## src/rtl/pwm_capture_pkg.sv

```systemverilog
// Shared types and default sizing for the PWM capture block.
// Optional glitch filter is enabled by defining PWM_CAPTURE_FILTER_EN.
package pwm_capture_pkg;

    localparam int DEF_WIDTH       = 10;
    localparam int DEF_SYNC_STAGES = 2;
    localparam int DEF_FILTER_LEN  = 3;

    typedef enum logic [1:0] {
        IDLE = 2'd0,
        HIGH = 2'd1,
        LOW  = 2'd2
    } state_t;

    // Filter counter only has to reach len-1.
    function automatic int filt_cnt_bits(input int len);
        return (len < 3) ? 1 : $clog2(len);
    endfunction

endpackage

```

## src/rtl/pwm_capture_sync_filter.sv

```systemverilog
// Input synchronizer for PWM_in plus an optional glitch filter (PWM_CAPTURE_FILTER_EN).
// o_level is the cleaned-up waveform seen by the measurement FSM.
module pwm_sync_filter
    import pwm_capture_pkg::*;
#(
    parameter int SYNC_STAGES = DEF_SYNC_STAGES
`ifdef PWM_CAPTURE_FILTER_EN
    ,parameter int FILTER_LEN = DEF_FILTER_LEN
`endif
) (
    input  logic clk,
    input  logic rst,
    input  logic i_pwm,
    output logic o_level
);

    logic [SYNC_STAGES-1:0] r_sync;
    logic                   w_sync;

    always_ff @(posedge clk or posedge rst) begin
        if (rst) begin
            r_sync <= '0;
        end else begin
            r_sync <= {r_sync[SYNC_STAGES-2:0], i_pwm};
        end
    end

    assign w_sync = r_sync[SYNC_STAGES-1];

`ifdef PWM_CAPTURE_FILTER_EN
    localparam int                CW      = filt_cnt_bits(FILTER_LEN);
    localparam logic [CW-1:0]     FLT_ONE = 1;
    localparam logic [CW-1:0]     FLT_TC  = CW'(FILTER_LEN - 1);

    logic [CW-1:0] r_flt_cnt;
    logic          r_level;

    // Level follows the synchronizer only after FILTER_LEN consecutive disagreeing samples.
    always_ff @(posedge clk or posedge rst) begin
        if (rst) begin
            r_flt_cnt <= '0;
            r_level   <= 1'b0;
        end else if (w_sync != r_level) begin
            if (r_flt_cnt == FLT_TC) begin
                r_level   <= w_sync;
                r_flt_cnt <= '0;
            end else begin
                r_flt_cnt <= r_flt_cnt + FLT_ONE;
            end
        end else begin
            r_flt_cnt <= '0;
        end
    end

    assign o_level = r_level;
`else
    assign o_level = w_sync;
`endif

endmodule

```

## src/rtl/pwm_capture.sv

```systemverilog
// Measures high time and rising-to-rising period of an asynchronous PWM input.
// Build with PWM_CAPTURE_FILTER_EN defined to add the FILTER_LEN glitch filter.
//
// state | meaning
// IDLE  | no reference rising edge yet (after reset or timeout)
// HIGH  | level has been 1 since the last rise
// LOW   | level has fallen since the last rise, waiting for the next rise
module pwm_capture
    import pwm_capture_pkg::*;
#(
    parameter int WIDTH       = DEF_WIDTH,
    parameter int SYNC_STAGES = DEF_SYNC_STAGES,
    parameter int FILTER_LEN  = DEF_FILTER_LEN
) (
    input  logic           clk,
    input  logic           rst,
    input  logic           PWM_in,
    output logic [WIDTH:0] duty_out,
    output logic [WIDTH:0] period_out,
    output logic           valid,
    output logic           stuck
);

    localparam logic [WIDTH:0] CNT_MAX = '1;
    localparam logic [WIDTH:0] CNT_ONE = 1;

    logic w_level;
    logic r_level;
    logic r_level_prev;
    logic w_rise;

    state_t         r_state,      w_state_nxt;
    logic [WIDTH:0] r_period_cnt, w_period_cnt_nxt;
    logic [WIDTH:0] r_high_cnt,   w_high_cnt_nxt;
    logic [WIDTH:0] r_duty,       w_duty_nxt;
    logic [WIDTH:0] r_period,     w_period_nxt;
    logic           r_valid,      w_valid_nxt;
    logic           r_stuck,      w_stuck_nxt;

    pwm_sync_filter #(
        .SYNC_STAGES (SYNC_STAGES)
`ifdef PWM_CAPTURE_FILTER_EN
        ,.FILTER_LEN (FILTER_LEN)
`endif
    ) u_sync_filter (
        .clk     (clk),
        .rst     (rst),
        .i_pwm   (PWM_in),
        .o_level (w_level)
    );

    // One level register ahead of edge detection so valid lands SYNC_STAGES+1 edges after sampling.
    assign w_rise = r_level & ~r_level_prev;

    always_ff @(posedge clk or posedge rst) begin
        if (rst) begin
            r_level      <= 1'b0;
            r_level_prev <= 1'b0;
            r_state      <= IDLE;
            r_period_cnt <= '0;
            r_high_cnt   <= '0;
            r_duty       <= '0;
            r_period     <= '0;
            r_valid      <= 1'b0;
            r_stuck      <= 1'b0;
        end else begin
            r_level      <= w_level;
            r_level_prev <= r_level;
            r_state      <= w_state_nxt;
            r_period_cnt <= w_period_cnt_nxt;
            r_high_cnt   <= w_high_cnt_nxt;
            r_duty       <= w_duty_nxt;
            r_period     <= w_period_nxt;
            r_valid      <= w_valid_nxt;
            r_stuck      <= w_stuck_nxt;
        end
    end

    always_comb begin
        w_state_nxt      = r_state;
        w_period_cnt_nxt = r_period_cnt;
        w_high_cnt_nxt   = r_high_cnt;
        w_duty_nxt       = r_duty;
        w_period_nxt     = r_period;
        w_valid_nxt      = 1'b0;
        w_stuck_nxt      = r_stuck;

        case (r_state)
            IDLE: begin
                if (w_rise) begin
                    w_state_nxt      = HIGH;
                    w_period_cnt_nxt = CNT_ONE;
                    w_high_cnt_nxt   = CNT_ONE;
                    w_stuck_nxt      = 1'b0;
                end
            end

            HIGH, LOW: begin
                if (w_rise) begin
                    // A rise at period_cnt==CNT_MAX is still a legal period, so it wins over timeout.
                    w_duty_nxt       = r_high_cnt;
                    w_period_nxt     = r_period_cnt;
                    w_valid_nxt      = 1'b1;
                    w_period_cnt_nxt = CNT_ONE;
                    w_high_cnt_nxt   = CNT_ONE;
                    w_state_nxt      = HIGH;
                end else if (r_period_cnt == CNT_MAX) begin
                    w_stuck_nxt      = 1'b1;
                    w_period_nxt     = '0;
                    w_duty_nxt       = r_level ? CNT_MAX : '0;
                    w_valid_nxt      = 1'b1;
                    w_period_cnt_nxt = '0;
                    w_high_cnt_nxt   = '0;
                    w_state_nxt      = IDLE;
                end else begin
                    w_period_cnt_nxt = r_period_cnt + CNT_ONE;
                    if (r_level) begin
                        w_high_cnt_nxt = r_high_cnt + CNT_ONE;
                    end
                    if ((r_state == HIGH) && !r_level) begin
                        w_state_nxt = LOW;
                    end
                end
            end

            default: begin
                w_state_nxt = IDLE;
            end
        endcase
    end

    assign duty_out   = r_duty;
    assign period_out = r_period;
    assign valid      = r_valid;
    assign stuck      = r_stuck;

endmodule
```

## config.mk

```make
export PLATFORM = sky130hd
export DESIGN_NAME = pwm_capture
export DESIGN_NICKNAME = d
export VERILOG_FILES = /design/src/rtl/pwm_capture_pkg.sv /design/src/rtl/pwm_capture_sync_filter.sv /design/src/rtl/pwm_capture.sv
export SDC_FILE = /design/constraint.sdc
export NUM_CORES = 1
export LEC_CHECK = 0
export BUFFER_PORTS_ARGS = -buffer_cell sky130_fd_sc_hd__buf_2
export CORE_ASPECT_RATIO = 0.9
export CORE_UTILIZATION = 29
export DETAILED_ROUTE_END_ITERATION = 10
export GPL_ROUTABILITY_DRIVEN = 1
export SYNTH_ARGS = -nofsm -noshare
export SYNTH_HDL_FRONTEND = slang
export SYNTH_SLANG_ARGS = --single-unit
export TNS_END_PERCENT = 30
```

## constraint.sdc

```tcl
create_clock -name clk -period 6.3 [get_ports clk]
set_input_delay 0.63 -clock clk [delete_from_list [all_inputs] [get_ports clk]]
set_output_delay 0.63 -clock clk [all_outputs]
set_load 0.005 [all_outputs]
```

==> results_dict.tcl <==
set metrics [dict create \
    crit_path_end_kind "register" \
    drtPass1Iterations 4 \
    asyncSetResetFlopFracSynth_pct 100.0 \
    drtAntennaViolNets 0 \
    synthToLayoutAreaGrowth_pct 12.93 \
    cp.required_ps 6520 \
    path_max_fanout 12 \
    path_clk_slew_ps 90 \
    timing.max_slew.rel_slack_pct 28.52 \
    worst_ep_arrival_time_ps 2780 \
    via_count_of_the_first_global_routing_pass 1810 \
    drc 0 \
    fin_worst_skew_ps 4.679 \
    core_region_area_sq_um 8608 \
    detail_route.iter0.violations 126 \
    routed_wirelength_microns 5270 \
    routabilityCongestion 0.7842 \
    grt_overflow_total 0 \
    grt_first_pass_wirelength_microns 8928 \
    seq_area_frac_synth_pct 50.19 \
    maxSlewViolCount 0 \
    boundaryPins 27 \
    tritoncts "done" \
    yosys-top-cells-area "dfrtp_1 50%, mux2i_1 5.0%, a22o_1 3.7%" \
    grt_setup_unrepaired "no" \
    die-height_microns 91.70 \
    synth_commonest_cells "52 x dfrtp_1, 23 x inv_1, 15 x o21ai_0" \
    setup-violations-final 0 \
    post_cts_resized 0 \
    p_int_mw 0.6563 \
    tightest_slew_ps 1071 \
    post_synth.cell_area_avg_sq_um 10.76 \
    drt-wirelength-per-cell_microns 13.83 \
    cts_hold_fix_bufs 0 \
    synth-seq-cells 52 \
    globalRouteTotalUtil_pct 12.20 \
    postSynthCellCount 241 \
    cts_setup_buffers 0 \
    drive_above_1_share_pct 16.79 \
    maxCapViolCount 0 \
    insertion_delay_ps 300 \
    synth_top_area_cell "dfrtp_1" \
    avgViaCountPerCell 4.829 \
    yosysMostFrequentCell "dfrtp_1" \
    dr_total_vias 1840 \
    totalNegativeSetupSlack_ps 0 \
    instances_no_fill 381 \
    cts_htree_levels 2 \
    cts_inserted_buffers 5 \
    hold-worst-slack_ps 352.8 \
    ir_drop_mv 0.1492 \
    dpl.hpwl_microns 3587 \
    cts.path.max_buffers 2 \
    p_sw_share_pct 33.40 \
    finish.net_count 270 \
    netlist.area_leader.share_pct 50.19 \
    clockRootBuffer "clkbuf_8" \
    synth.distinct_cells 48 \
    setup_ws_ps 3736 \
    p_leak_nw 1.276 \
    timing_hold_violations_final 0 \
    die_area_sq_um 9322 \
    worst-setup-path-type "reg -> reg" \
    start_util_pct 30.12 \
    antenna_found_initial 0 \
    numPlacedInstances 373 \
    clock-sinks 52 \
    fin_util_pct 34.01 \
    min-delay-path-class "reg -> reg" \
    status "finished clean" \
    pwr-share-clk_pct 25.1 \
    power_switching_mw 0.3291 \
    yosys_warnings 0 \
    synthesis.area_sq_um 2592 \
    achievable-frequency_mhz 390.1 \
    synth_top_flop_cell "dfrtp_1" \
    synth-edff-count 0 \
    p_comb_share_pct 30.6 \
    post-route-period-util_pct 40.69 \
    final.min_clock_period_ps 2564 \
    io_buffers 26 \
    antenna-diode-count 0 \
    fp.dieW_microns 101.7 \
    power_frac_seq_pct 44.4 \
    largest_net_degree_at_the_start_of_global_routing 53 \
    setup.worst_path.start_class "register" \
    core.rowCount 32 \
    pwr_density_cell_nw_per_um2 336.6 \
    synth_nets 250 \
    post-place-ws_ps 3694 \
]
## state kept, by name, summed over array words and instances (netlist names)
name / flops
valid: 1
duty_out: 11
u_sync_filter.r_sync: 2
r_period_cnt: 11
r_high_cnt: 11
r_state: 2
r_level_prev: 1
stuck: 1
r_level: 1
period_out: 11
## cell type report
cell class                 instances  area, sq um
sequential                        52         1301
clock buffer                       7        96.34
clock inverter                     1        30.03
inverter                          23        86.33
tap                              119        148.9
multi-input combinational        153         1135
fill                             846         5680
timing repair buffer              26        130.1
## worst max-delay path: stages, from the launching register on
cell and delay (ps):
dfrtp_1 460, and4_1 280, and4_1 220, o21ai_1 700, inv_1 530, mux2i_1 290
## per-stage QoR
stage	power, mW	area, sq um
final	0.9854	2928
after global routing	1.055	2928
after CTS	0.9999	2928
after detailed placement	0.7470	2801
after global placement	0.7392	2801
after floorplan	0.6527	2592
## kinds of logic after synthesis
family	synth area share [%]
muxes	5.888
AOI/OAI and AO/OA	19.69
and+or+nand+nor	14.62
buffers and inverters	6.033
adders and majority gates	2.896
xor gates and xnor gates	0.6758
DFF	50.19
## layer usage
layer,global-route usage (%),wire [microns],vias up
met5,0,0,-
met3,2.668,188,4
li1,-,-,931
met4,5.193,71,0
met1,17.13,2653,868
met2,17.91,2356,37
## path summary, 6_finish.rpt
path	cells after the start	slack (ps)	from	to
max	5	3740	r_period_cnt[2]$_DFFE_PP0P_	duty_out[0]$_DFFE_PP0P_
min reg2reg	0	350	u_sync_filter.r_sync[0]$_DFF_PP0_	u_sync_filter.r_sync[1]$_DFF_PP0_
max reg2reg	5	3740	r_period_cnt[2]$_DFFE_PP0P_	duty_out[0]$_DFFE_PP0P_
max in group asynchronous	2	5060	rst	u_sync_filter.r_sync[0]$_DFF_PP0_
min	0	350	u_sync_filter.r_sync[0]$_DFF_PP0_	u_sync_filter.r_sync[1]$_DFF_PP0_
min in group asynchronous	2	590	rst	period_out[1]$_DFFE_PP0P_
## power groups by stage
stage                     Sequential [mW]  Combinational, mW  Clock, mW
after global placement              0.441              0.298          0
after global routing                0.445              0.341      0.269
after floorplan                     0.439              0.214          0
after detailed placement            0.444              0.303          0
final                               0.437              0.301      0.247
after CTS                           0.437              0.305      0.258
## placed cells by master, fill, tap and decap left out, types with 2 or more instances in the layout
master,netlist,routed
o21ai_0,15,15
o31ai_1,4,4
o221ai_1,2,2
mux2i_1,13,13
nor3_1,4,4
a221o_1,6,6
mux2_2,2,2
and3_1,3,3
ha_1,6,6
nor2b_1,2,2
nand4_1,4,4
o211ai_1,3,3
buf_2,2,26
nand4b_1,3,3
clkbuf_8,0,7
nand3_1,9,9
nor2_1,9,9
dfrtp_1,52,52
a22o_1,11,11
nand2_1,14,14
a41oi_1,2,2
a21oi_1,8,8
o2111a_1,2,2
or4_1,2,2
and4_1,7,7
and2_1,2,2
a2111oi_0,2,2
inv_1,23,22
xnor2_1,2,2
Power figures use the tool's default switching activity.
